$ cat config.mk
export PLATFORM = sky130hd
export DESIGN_NAME = muldiv_unit
export DESIGN_NICKNAME = d
export VERILOG_FILES = /design/src/rtl/muldiv_pkg.sv /design/src/rtl/muldiv_div_step.sv /design/src/rtl/muldiv_unit.sv
export SDC_FILE = /design/constraint.sdc
export NUM_CORES = 1
export LEC_CHECK = 0
export BUFFER_PORTS_ARGS = -buffer_cell sky130_fd_sc_hd__buf_4
export CAP_MARGIN = 20
export CORE_ASPECT_RATIO = 1.2
export CORE_UTILIZATION = 40
export CTS_CLUSTER_DIAMETER = 120
export DETAILED_ROUTE_END_ITERATION = 6
export PLACE_DENSITY = 0.64
export SYNTH_ARGS = -nofsm -noshare
export SYNTH_HDL_FRONTEND = slang
export SYNTH_SLANG_ARGS = --single-unit
export TNS_END_PERCENT = 1
$ cat constraint.sdc
create_clock -name clk -period 4.25 [get_ports clk]
set_clock_uncertainty 0.15 [all_clocks]
set_input_delay 0.85 -clock clk [delete_from_list [all_inputs] [get_ports clk]]
set_output_delay 0.85 -clock clk [all_outputs]
set_load 0.1 [all_outputs]
$ cat src/rtl/muldiv_pkg.sv
// Shared definitions for the iterative multiply/divide unit: FSM state
// encoding, execute-stage opcode values and small operand helpers.
package muldiv_pkg;

    typedef enum logic [1:0] {
        IDLE = 2'd0,
        CALC = 2'd1,
        FIN  = 2'd2
    } md_state_e;

    // Execute-stage opcode encoding shared with the single-cycle alu.
    localparam logic [3:0] ALU_ADD  = 4'd0;
    localparam logic [3:0] ALU_SUB  = 4'd1;
    localparam logic [3:0] ALU_AND  = 4'd2;
    localparam logic [3:0] ALU_OR   = 4'd3;
    localparam logic [3:0] ALU_XOR  = 4'd4;
    localparam logic [3:0] ALU_SLL  = 4'd5;
    localparam logic [3:0] ALU_SRL  = 4'd6;
    localparam logic [3:0] ALU_SRA  = 4'd7;
    localparam logic [3:0] ALU_SLT  = 4'd8;
    localparam logic [3:0] ALU_SLTU = 4'd9;
    localparam logic [3:0] ALU_MUL  = 4'd10;
    localparam logic [3:0] ALU_DIV  = 4'd11;
    localparam logic [3:0] ALU_REM  = 4'd12;

    localparam logic [31:0] MD_INT_MIN  = 32'h8000_0000;
    localparam logic [31:0] MD_ALL_ONES = 32'hFFFF_FFFF;

    function automatic logic is_muldiv_op(input logic [3:0] op);
        return (op == ALU_MUL) || (op == ALU_DIV) || (op == ALU_REM);
    endfunction

    // Magnitude of a two's-complement word; INT_MIN maps to itself, which
    // is the correct unsigned magnitude.
    function automatic logic [31:0] abs32(input logic [31:0] v);
        return v[31] ? (~v + 32'd1) : v;
    endfunction

endpackage

$ cat src/rtl/muldiv_div_step.sv
// One restoring-division step: shift the next dividend bit into the
// partial remainder, subtract the divisor when it fits.
module div_step #(
    parameter int XLEN = 32
) (
    input  logic [XLEN:0]   rem_in,
    input  logic            dvd_bit,
    input  logic [XLEN-1:0] divisor,
    output logic            q_bit,
    output logic [XLEN:0]   rem_out
);

    logic [XLEN+1:0] trial;

    // Trial subtract; the compare uses the full width so no bit is lost.
    always_comb begin
        trial   = {rem_in, dvd_bit};
        q_bit   = (trial >= {2'b00, divisor});
        rem_out = q_bit ? (trial[XLEN:0] - {1'b0, divisor}) : trial[XLEN:0];
    end

endmodule

$ cat src/rtl/muldiv_unit.sv
// Iterative 32-bit MUL/DIV/REM unit beside the execute-stage alu.
// One shift-add or restoring-divide iteration per cycle on magnitudes,
// signs applied in FIN. Divide-by-zero and INT_MIN/-1 bypass CALC.
//
// state | meaning
// IDLE  | waiting for start with a MUL/DIV/REM opcode
// CALC  | one iteration per cycle, ITER iterations
// FIN   | apply signs, register result, pulse done
module muldiv_unit
    import muldiv_pkg::*;
#(
    parameter int XLEN = 32,
    parameter int ITER = 32
) (
    input  logic            clk,
    input  logic            rst,
    input  logic            start,
    input  logic [3:0]      alu_op,
    input  logic [XLEN-1:0] in1,
    input  logic [XLEN-1:0] in2,
    output logic            busy,
    output logic            done,
    output logic [XLEN-1:0] result,
    output logic            div_by_zero
);

    localparam int CNT_W = $clog2(ITER);
    localparam logic [CNT_W-1:0] CNT_LAST = CNT_W'(ITER - 1);

    md_state_e         state_q, state_d;
    logic [CNT_W-1:0]  cnt_q, cnt_d;
    logic [3:0]        op_q, op_d;
    // MUL: {product high, multiplier/product low}; DIV/REM: low half is
    // the dividend shifting out and the quotient shifting in.
    logic [2*XLEN-1:0] acc_q, acc_d;
    logic [XLEN-1:0]   opb_q, opb_d;
    logic [XLEN:0]     rem_q, rem_d;
    logic              res_neg_q, res_neg_d;
    logic              dvd_neg_q, dvd_neg_d;
    logic              dbz_q, dbz_d;
    logic              busy_q, busy_d;
    logic              done_q, done_d;
    logic [XLEN-1:0]   result_q, result_d;
    logic              div_by_zero_q, div_by_zero_d;

    logic [XLEN:0]     mul_sum;
    logic [2*XLEN-1:0] mul_next;
    logic              step_q_bit;
    logic [XLEN:0]     step_rem;

    div_step #(.XLEN(XLEN)) u_div_step (
        .rem_in  (rem_q),
        .dvd_bit (acc_q[XLEN-1]),
        .divisor (opb_q),
        .q_bit   (step_q_bit),
        .rem_out (step_rem)
    );

    // Radix-2 shift-add: add multiplicand to the high half when the
    // current multiplier bit is set, then shift the whole accumulator.
    always_comb begin
        mul_sum  = {1'b0, acc_q[2*XLEN-1:XLEN]} +
                   (acc_q[0] ? {1'b0, opb_q} : {(XLEN+1){1'b0}});
        mul_next = {mul_sum, acc_q[XLEN-1:1]};
    end

    // Next-state and datapath for the whole unit.
    always_comb begin
        state_d       = state_q;
        cnt_d         = cnt_q;
        op_d          = op_q;
        acc_d         = acc_q;
        opb_d         = opb_q;
        rem_d         = rem_q;
        res_neg_d     = res_neg_q;
        dvd_neg_d     = dvd_neg_q;
        dbz_d         = dbz_q;
        busy_d        = busy_q;
        done_d        = 1'b0;
        result_d      = result_q;
        div_by_zero_d = div_by_zero_q;

        case (state_q)
            IDLE: begin
                if (start && is_muldiv_op(alu_op)) begin
                    op_d      = alu_op;
                    cnt_d     = '0;
                    busy_d    = 1'b1;
                    dbz_d     = 1'b0;
                    rem_d     = '0;
                    res_neg_d = in1[XLEN-1] ^ in2[XLEN-1];
                    dvd_neg_d = in1[XLEN-1];
                    state_d   = CALC;
                    if (alu_op == ALU_MUL) begin
                        acc_d = {{XLEN{1'b0}}, abs32(in2)};
                        opb_d = abs32(in1);
                    end else begin
                        acc_d = {{XLEN{1'b0}}, abs32(in1)};
                        opb_d = abs32(in2);
                        // Special divides preload final values with the
                        // sign flags cleared so FIN passes them through.
                        if (in2 == '0) begin
                            dbz_d     = 1'b1;
                            res_neg_d = 1'b0;
                            dvd_neg_d = 1'b0;
                            acc_d     = {{XLEN{1'b0}}, MD_ALL_ONES};
                            rem_d     = {1'b0, in1};
                            state_d   = FIN;
                        end else if ((in1 == MD_INT_MIN) && (in2 == MD_ALL_ONES)) begin
                            res_neg_d = 1'b0;
                            dvd_neg_d = 1'b0;
                            acc_d     = {{XLEN{1'b0}}, MD_INT_MIN};
                            rem_d     = '0;
                            state_d   = FIN;
                        end
                    end
                end
            end
            CALC: begin
                if (op_q == ALU_MUL) begin
                    acc_d = mul_next;
                end else begin
                    acc_d = {{XLEN{1'b0}}, acc_q[XLEN-2:0], step_q_bit};
                    rem_d = step_rem;
                end
                cnt_d = cnt_q + CNT_W'(1);
                if (cnt_q == CNT_LAST) begin
                    state_d = FIN;
                end
            end
            FIN: begin
                // Low bits of a negated 64-bit product equal the negated
                // low 32 bits, so MUL and DIV share the same expression.
                if (op_q == ALU_REM) begin
                    result_d = dvd_neg_q ? (~rem_q[XLEN-1:0] + 1'b1) : rem_q[XLEN-1:0];
                end else begin
                    result_d = res_neg_q ? (~acc_q[XLEN-1:0] + 1'b1) : acc_q[XLEN-1:0];
                end
                div_by_zero_d = dbz_q;
                done_d        = 1'b1;
                busy_d        = 1'b0;
                cnt_d         = '0;
                state_d       = IDLE;
            end
            default: begin
                state_d = IDLE;
                busy_d  = 1'b0;
            end
        endcase
    end

    // All state registers, synchronously reset.
    always_ff @(posedge clk) begin
        if (rst) begin
            state_q       <= IDLE;
            cnt_q         <= '0;
            op_q          <= '0;
            acc_q         <= '0;
            opb_q         <= '0;
            rem_q         <= '0;
            res_neg_q     <= 1'b0;
            dvd_neg_q     <= 1'b0;
            dbz_q         <= 1'b0;
            busy_q        <= 1'b0;
            done_q        <= 1'b0;
            result_q      <= '0;
            div_by_zero_q <= 1'b0;
        end else begin
            state_q       <= state_d;
            cnt_q         <= cnt_d;
            op_q          <= op_d;
            acc_q         <= acc_d;
            opb_q         <= opb_d;
            rem_q         <= rem_d;
            res_neg_q     <= res_neg_d;
            dvd_neg_q     <= dvd_neg_d;
            dbz_q         <= dbz_d;
            busy_q        <= busy_d;
            done_q        <= done_d;
            result_q      <= result_d;
            div_by_zero_q <= div_by_zero_d;
        end
    end

    assign busy        = busy_q;
    assign done        = done_q;
    assign result      = result_q;
    assign div_by_zero = div_by_zero_q;

endmodule

# After elaboration in Yosys (flattened, before gate mapping)
# Index checks and enable logic that the tools add are counted.
totals:
  wordCells: 92
  ff_bits: 178
  latchBits: 0
  mem_bits_rw: 0
  in_bits: 71
  memories: 0
  out_inout_bits: 35
  mem_bits_ro: 0
classes:
  mux: 38
  n_addsub: 7
  n_lt_le_gt_ge: 1
  n_shift: 0
  mul: 0
  n_reduce_logical: 14
  div_mod_pow: 0
  n_bitwise: 6
  eq_ne: 13
op_table:
  columns: ["operator", "n"]
  rows:
  - ["$mux 32", 12]
  - ["$add 32x1->32 const B", 4]
  - ["$mux 64", 2]
  - ["$not 32->32", 4]
  - ["$pmux 64 s2", 1]
  - ["$mux 33", 3]
  - ["$pmux 33 s2", 1]
  - ["$eq 32x32->1 const B", 2]
  - ["$ge 34x32->1", 1]
  - ["$add 32x32->33", 1]
  - ["$sub 33x32->33", 1]
  - ["$logic_not 32->1", 1]
  - ["$eq 4x4->1 const B", 5]
  - ["$pmux 5 s3", 1]
  - ["$mux 1", 10]
  - ["$mux 2", 5]
  - ["$reduce_and 2->1", 5]
  - ["$ne 2x2->1 const B", 3]
  - ["$add 5x1->5 const B", 1]
  - ["$eq 5x5->1 const B", 1]
  - ["$mux 5", 1]
  - ["$pmux 2 s2", 1]
  - ["$reduce_and 3->1", 1]
  - ["$reduce_bool 3->1", 1]
  - ["9 further kinds", 11]

# Logic depth before layout (Yosys ltp)
logic_depth:
  depth_word: 8
  ltp_mapped: 15
  depth_no_buf: 13

# Modules after synthesis
# A second synthesis with hierarchy kept.
unflattened:
  hier_cells: 2055
  hier_area_um2: 15053.2
by_module_without_submodules:
  columns: ["module", "area_per_inst_um2", "instances", "seq_area_each_um2", "cells_each"]
  rows:
  - ["muldiv_unit", 12862.3, 1, 3563.4, 1709]
  - ["div_step", 2190.9, 1, 0.0, 346]

# Least setup slack after synthesis
# No wires, ideal clock.
synth_timing:
  path_type: "input -> register"
  from: "input in1[10]"
  to: "register acc_q[29]"
  setup_time_ns: 0.132
  setup_slack_ns: 0.588
  path_buffers: 0
  arrival_ns: 3.380
  t_required_ns: 3.968
  stages: 9
  path_cell_list: "or4_4 > or3_4 > or4_4 > or4_4 > o31ai_2 > xor2_1 > nor3_1 > a211oi_2 > nor3_1"
synth_between:
  elab_chain_cells: 8
  elab_cells_between_ends: 10
  classes_between: "1 x add/sub; 1 x eq/ne; 6 x mux; 1 x bitwise; 1 x reduce/logical"
synth_lines:
  columns: ["item", "line_no", "text"]
  rows:
  - ["from (decl)", "muldiv_unit.sv:19", "input logic [XLEN-1:0] in1,"]
  - ["$not 32->32", "muldiv_pkg.sv:36", "return v[31] ? (~v + 32'd1) : v;"]
  - ["$add 32x1->32", "muldiv_pkg.sv:36", null]
  - ["$mux 32", "muldiv_pkg.sv:36", null]
  - ["$mux 32 (*)", "muldiv_unit.sv:109", "end else if ((in1 == MD_INT_MIN) && (in2 == MD_ALL_ONES)) begin"]
  - ["$mux 32 (*)", "muldiv_unit.sv:102", "if (in2 == '0) begin"]
  - ["$mux 32 (*)", "muldiv_unit.sv:94", "if (alu_op == ALU_MUL) begin"]
  - ["$mux 64 (*)", "muldiv_unit.sv:85", "if (start && is_muldiv_op(alu_op)) begin"]
  - ["$pmux 64 s2 (*)", "muldiv_unit.sv:83", "case (state_q)"]
  - ["to (signal assigned)", "muldiv_unit.sv:158", "acc_q <= '0;"]
  - ["to (signal assigned)", "muldiv_unit.sv:172", "acc_q <= acc_d;"]
  - ["to (decl)", "muldiv_unit.sv:35", "logic [2*XLEN-1:0] acc_q, acc_d;"]
# Every way passes the cells marked *; elsewhere a longest branch is shown, timed or not. The select of a mux whose other input is x is not followed.
# A chain may end at the register's enable or synchronous reset.

# Worst setup path in the final report
layout_timing:
  from: "register acc_q[31]"
  to: "register rem_q[12]"
layout_between:
  elab_chain_cells: 4
  elab_cells_between_ends: 5
  classes_between: "1 x add/sub; 1 x order compare; 3 x mux"
layout_lines:
  columns: ["item", "line_no", "text"]
  rows:
  - ["$sub 33x32->33 / $ge 34x32->1 (equally long branches)", "muldiv_div_step.sv:19, muldiv_div_step.sv:18", null]
  - ["$mux 33 (*)", "muldiv_div_step.sv:19", "rem_out = q_bit ? (trial[XLEN:0] - {1'b0, divisor}) : trial[XLEN:0];"]
  - ["$mux 33 (*)", "muldiv_unit.sv:120", "if (op_q == ALU_MUL) begin"]
  - ["$pmux 33 s2 (*)", "muldiv_unit.sv:83", null]
  - ["to (signal assigned)", "muldiv_unit.sv:174", "rem_q <= rem_d;"]
  - ["to (decl)", "muldiv_unit.sv:37", "logic [XLEN:0] rem_q, rem_d;"]
# Marks and branches as above.

==> flow_summary.ini <==
[layout]
antenna_cells = 0
final_net_count = 2232
layout_stage_area_growth_over_the_synthesis_result_pct = 13.5
mostFrequentLayoutCells = 300 x nand2_1, 191 x nor2_1, 178 x dfxtp_1
most_common_cell_after_layout_fill_and_taps_aside = nand2_1
final_util = 0.462
final_layout_size_suffix_gt1_frac = 0.114
finalNonFillerCells = 2566
finish.instance_area_um2 = 16700
fillerInstances = 3680

[placement]
place.detailed.hpwl_um = 41600
dp.cells = 2533
place_area_um2 = 16000
port_buffer_count = 105
place.gp.congestion = 0.947
post_placement_setup_slack_ns = 0.249

[drt]
route.detailed.vias_per_inst = 6.07
routed_wire_length_per_instance_um = 21.0
drt_pass1_iterations = 6
drt-initial-drc-count = 1617
final_antenna_net_count = 0
via_count = 15600
aggregate_routed_wire_length_um = 54000
count_of_unresolved_drc_violations_after_routing = 0

[critical_path]
worst_ep_arrival_time_ns = 4.13
setup.worst_path.class = reg2reg
cp_endpoint_kind = register
critical_path.max_fanout = 13
setup.worst_path.start_class = register
worstPathRequired_ns = 4.42

[floorplanning]
coreArea_um2 = 36000
fp-row-count = 76
horiz_die_dim_um = 177
die_area_um2 = 37500
dieHeight_um = 212
initial_core_util = 0.407
top_level_ports = 106

[power_and_ir_drop]
max-vdd-ir-drop_mv = 0.247
total_power_mw = 5.11
power_density_cells_nw_per_um2 = 307
leakagePower_nw = 6.57

[yosys]
ys_seq_elements = 178
synth_compound_area_frac = 0.266
ys.warnings.count = 0
synthCells = 2040
synth_fa_ha_area_frac = 0.0658
synth_sequential_area_ratio = 0.243
post_synthesis_cell_area_um2 = 14700
synth_cell_types = 79
synthTopCellsByArea = dfxtp_1 24%, nand2_1 7.7%, ha_1 6.3%
yosysTopAreaCell = dfxtp_1
synth_top_area_frac = 0.243
postSynthNetCount = 2187
synth_mux_area_frac = 0.0320
synth_xor_xnor_area_share = 0.0972
synth-simple-area-share = 0.241
synth_top_family_by_area = compound AO/OA/AOI/OAI gates
asyncSetResetFlopFracSynth = 0
syn-mean-instance-area_um2 = 7.20
synth-edff-count = 0
synthFlopType = dfxtp_1

[clocking]
cts_max_path_buffers = 2
cts-resized-gates = 0
tritoncts_num_sinks = 178
post-cts-setup-buffers = 0
ctsHtreeMaxLevel = 4
cts_tree = done
clk_latency_ns = 0.47
clockRootBuffer = clkbuf_16
cts.reportedPaths.clkPinSlew_ns = 0.08
cts_inserted_buffers = 17
cts_hold_buf = 0

[sta]
finalHoldViolations = 0
setup_tns_ns = 0
fmaxAchievable_mhz = 253
timing.final.setup_violations = 0
grt_setup_unrepaired = false
finalWorstSetupSlack_ns = 0.291
slew_violations = 0
finalCritPeriodShare = 0.931
final.min_clock_period_ns = 3.96
whs_ns = 0.306
max-slew-margin-rel = 0.375
max_slew.worst_pin.slew_ns = 0.938

[grt]
pin_count_of_the_biggest_net_entering_global_routing = 73
grt_pass1_vias = 14300
grt_antenna_before_repair = 0
global_route_usage_over_all_layers = 0.289
first_pass_grt_wire_length_um = 83000
grt_overflow = 0

[min_path]
min_path_type = reg2reg

[run]
max-cap-violations = 0

[run_status]
status = finished clean
worst max-delay path: stages (launching register included):
cell,delay [ns]
dfxtp_1,0.31
inv_1,0.19
ha_1,0.21
inv_1,0.05
fa_1,0.40
a21o_1,0.19
a221oi_1,0.27
buf_4,0.21
o41a_1,0.20
nand3_1,0.15
a31oi_1,0.35
o221ai_4,0.22
buf_12,0.21
mux2_2,0.28
a221oi_1,0.31
nor3_1,0.09
cell families after synthesis:
group / after synthesis
AND/OR/NAND/NOR: 764
flip-flops: 178
multiplexers: 45
XOR/XNOR: 163
buffers and inverters: 211
AO/OA/AOI/OAI: 603
adder cells (fa/ha/maj): 76
sequential cells by signal, indices dropped and copies added, names as in the netlist:
name         flops
acc_q           64
result          32
res_neg_q        1
dvd_neg_q        1
op_q             4
busy             1
dbz_q            1
state_q          2
done             1
cnt_q            5
rem_q           33
opb_q           32
div_by_zero      1
report_power, final:
group | switching, mW | internal [mW] | leakage, nW | total (mW)
combinational | 0.951 | 0.627 | 4.82 | 1.58
sequential | 0.0650 | 1.71 | 1.44 | 1.77
clock | 0.847 | 0.909 | 0.308 | 1.76
worst paths after layout:
kind	from	end	slack, ns	cells past startpoint
worst min register to register	opb_q[22]$_SDFFE_PP0P_	opb_q[22]$_SDFFE_PP0P_	0.31	2
worst max-delay path	acc_q[31]$_SDFFE_PP0P_	rem_q[12]$_SDFFE_PP0P_	0.29	15
worst max register to register	acc_q[31]$_SDFFE_PP0P_	rem_q[12]$_SDFFE_PP0P_	0.29	15
worst min-delay path	opb_q[22]$_SDFFE_PP0P_	opb_q[22]$_SDFFE_PP0P_	0.31	2
cells in the mapped netlist (24+ instances only):
cell type / number
nand2_1: 300
clkbuf_1: 114
nor2_1: 191
a21o_1: 31
a31oi_1: 24
dfxtp_1: 178
nor3_1: 46
a211oi_1: 36
xor2_1: 79
mux2i_1: 30
nand4_1: 35
a21oi_1: 168
or3_1: 29
ha_1: 74
nand3_1: 45
o31ai_1: 39
xnor2_1: 84
inv_1: 73
o21ai_0: 125
metal layers:
layer | share of wire | GRT usage
met5 | 0 | 0
met4 | 0.040 | 0.128
met1 | 0.44 | 0.390
met3 | 0.074 | 0.0438
met2 | 0.45 | 0.450
area by class of cell:
class / instances / area [um2] / area share
multi-input cells: 1651 / 10400 / 0.621
flip-flops and latches: 178 / 3560 / 0.214
repair buffers: 164 / 1250 / 0.0751
well taps: 468 / 586 / 0.0351
clock buffers: 17 / 425 / 0.0255
inverters: 73 / 274 / 0.0164
clock inverters: 15 / 210 / 0.0126
(Power assumes the default switching activity.)
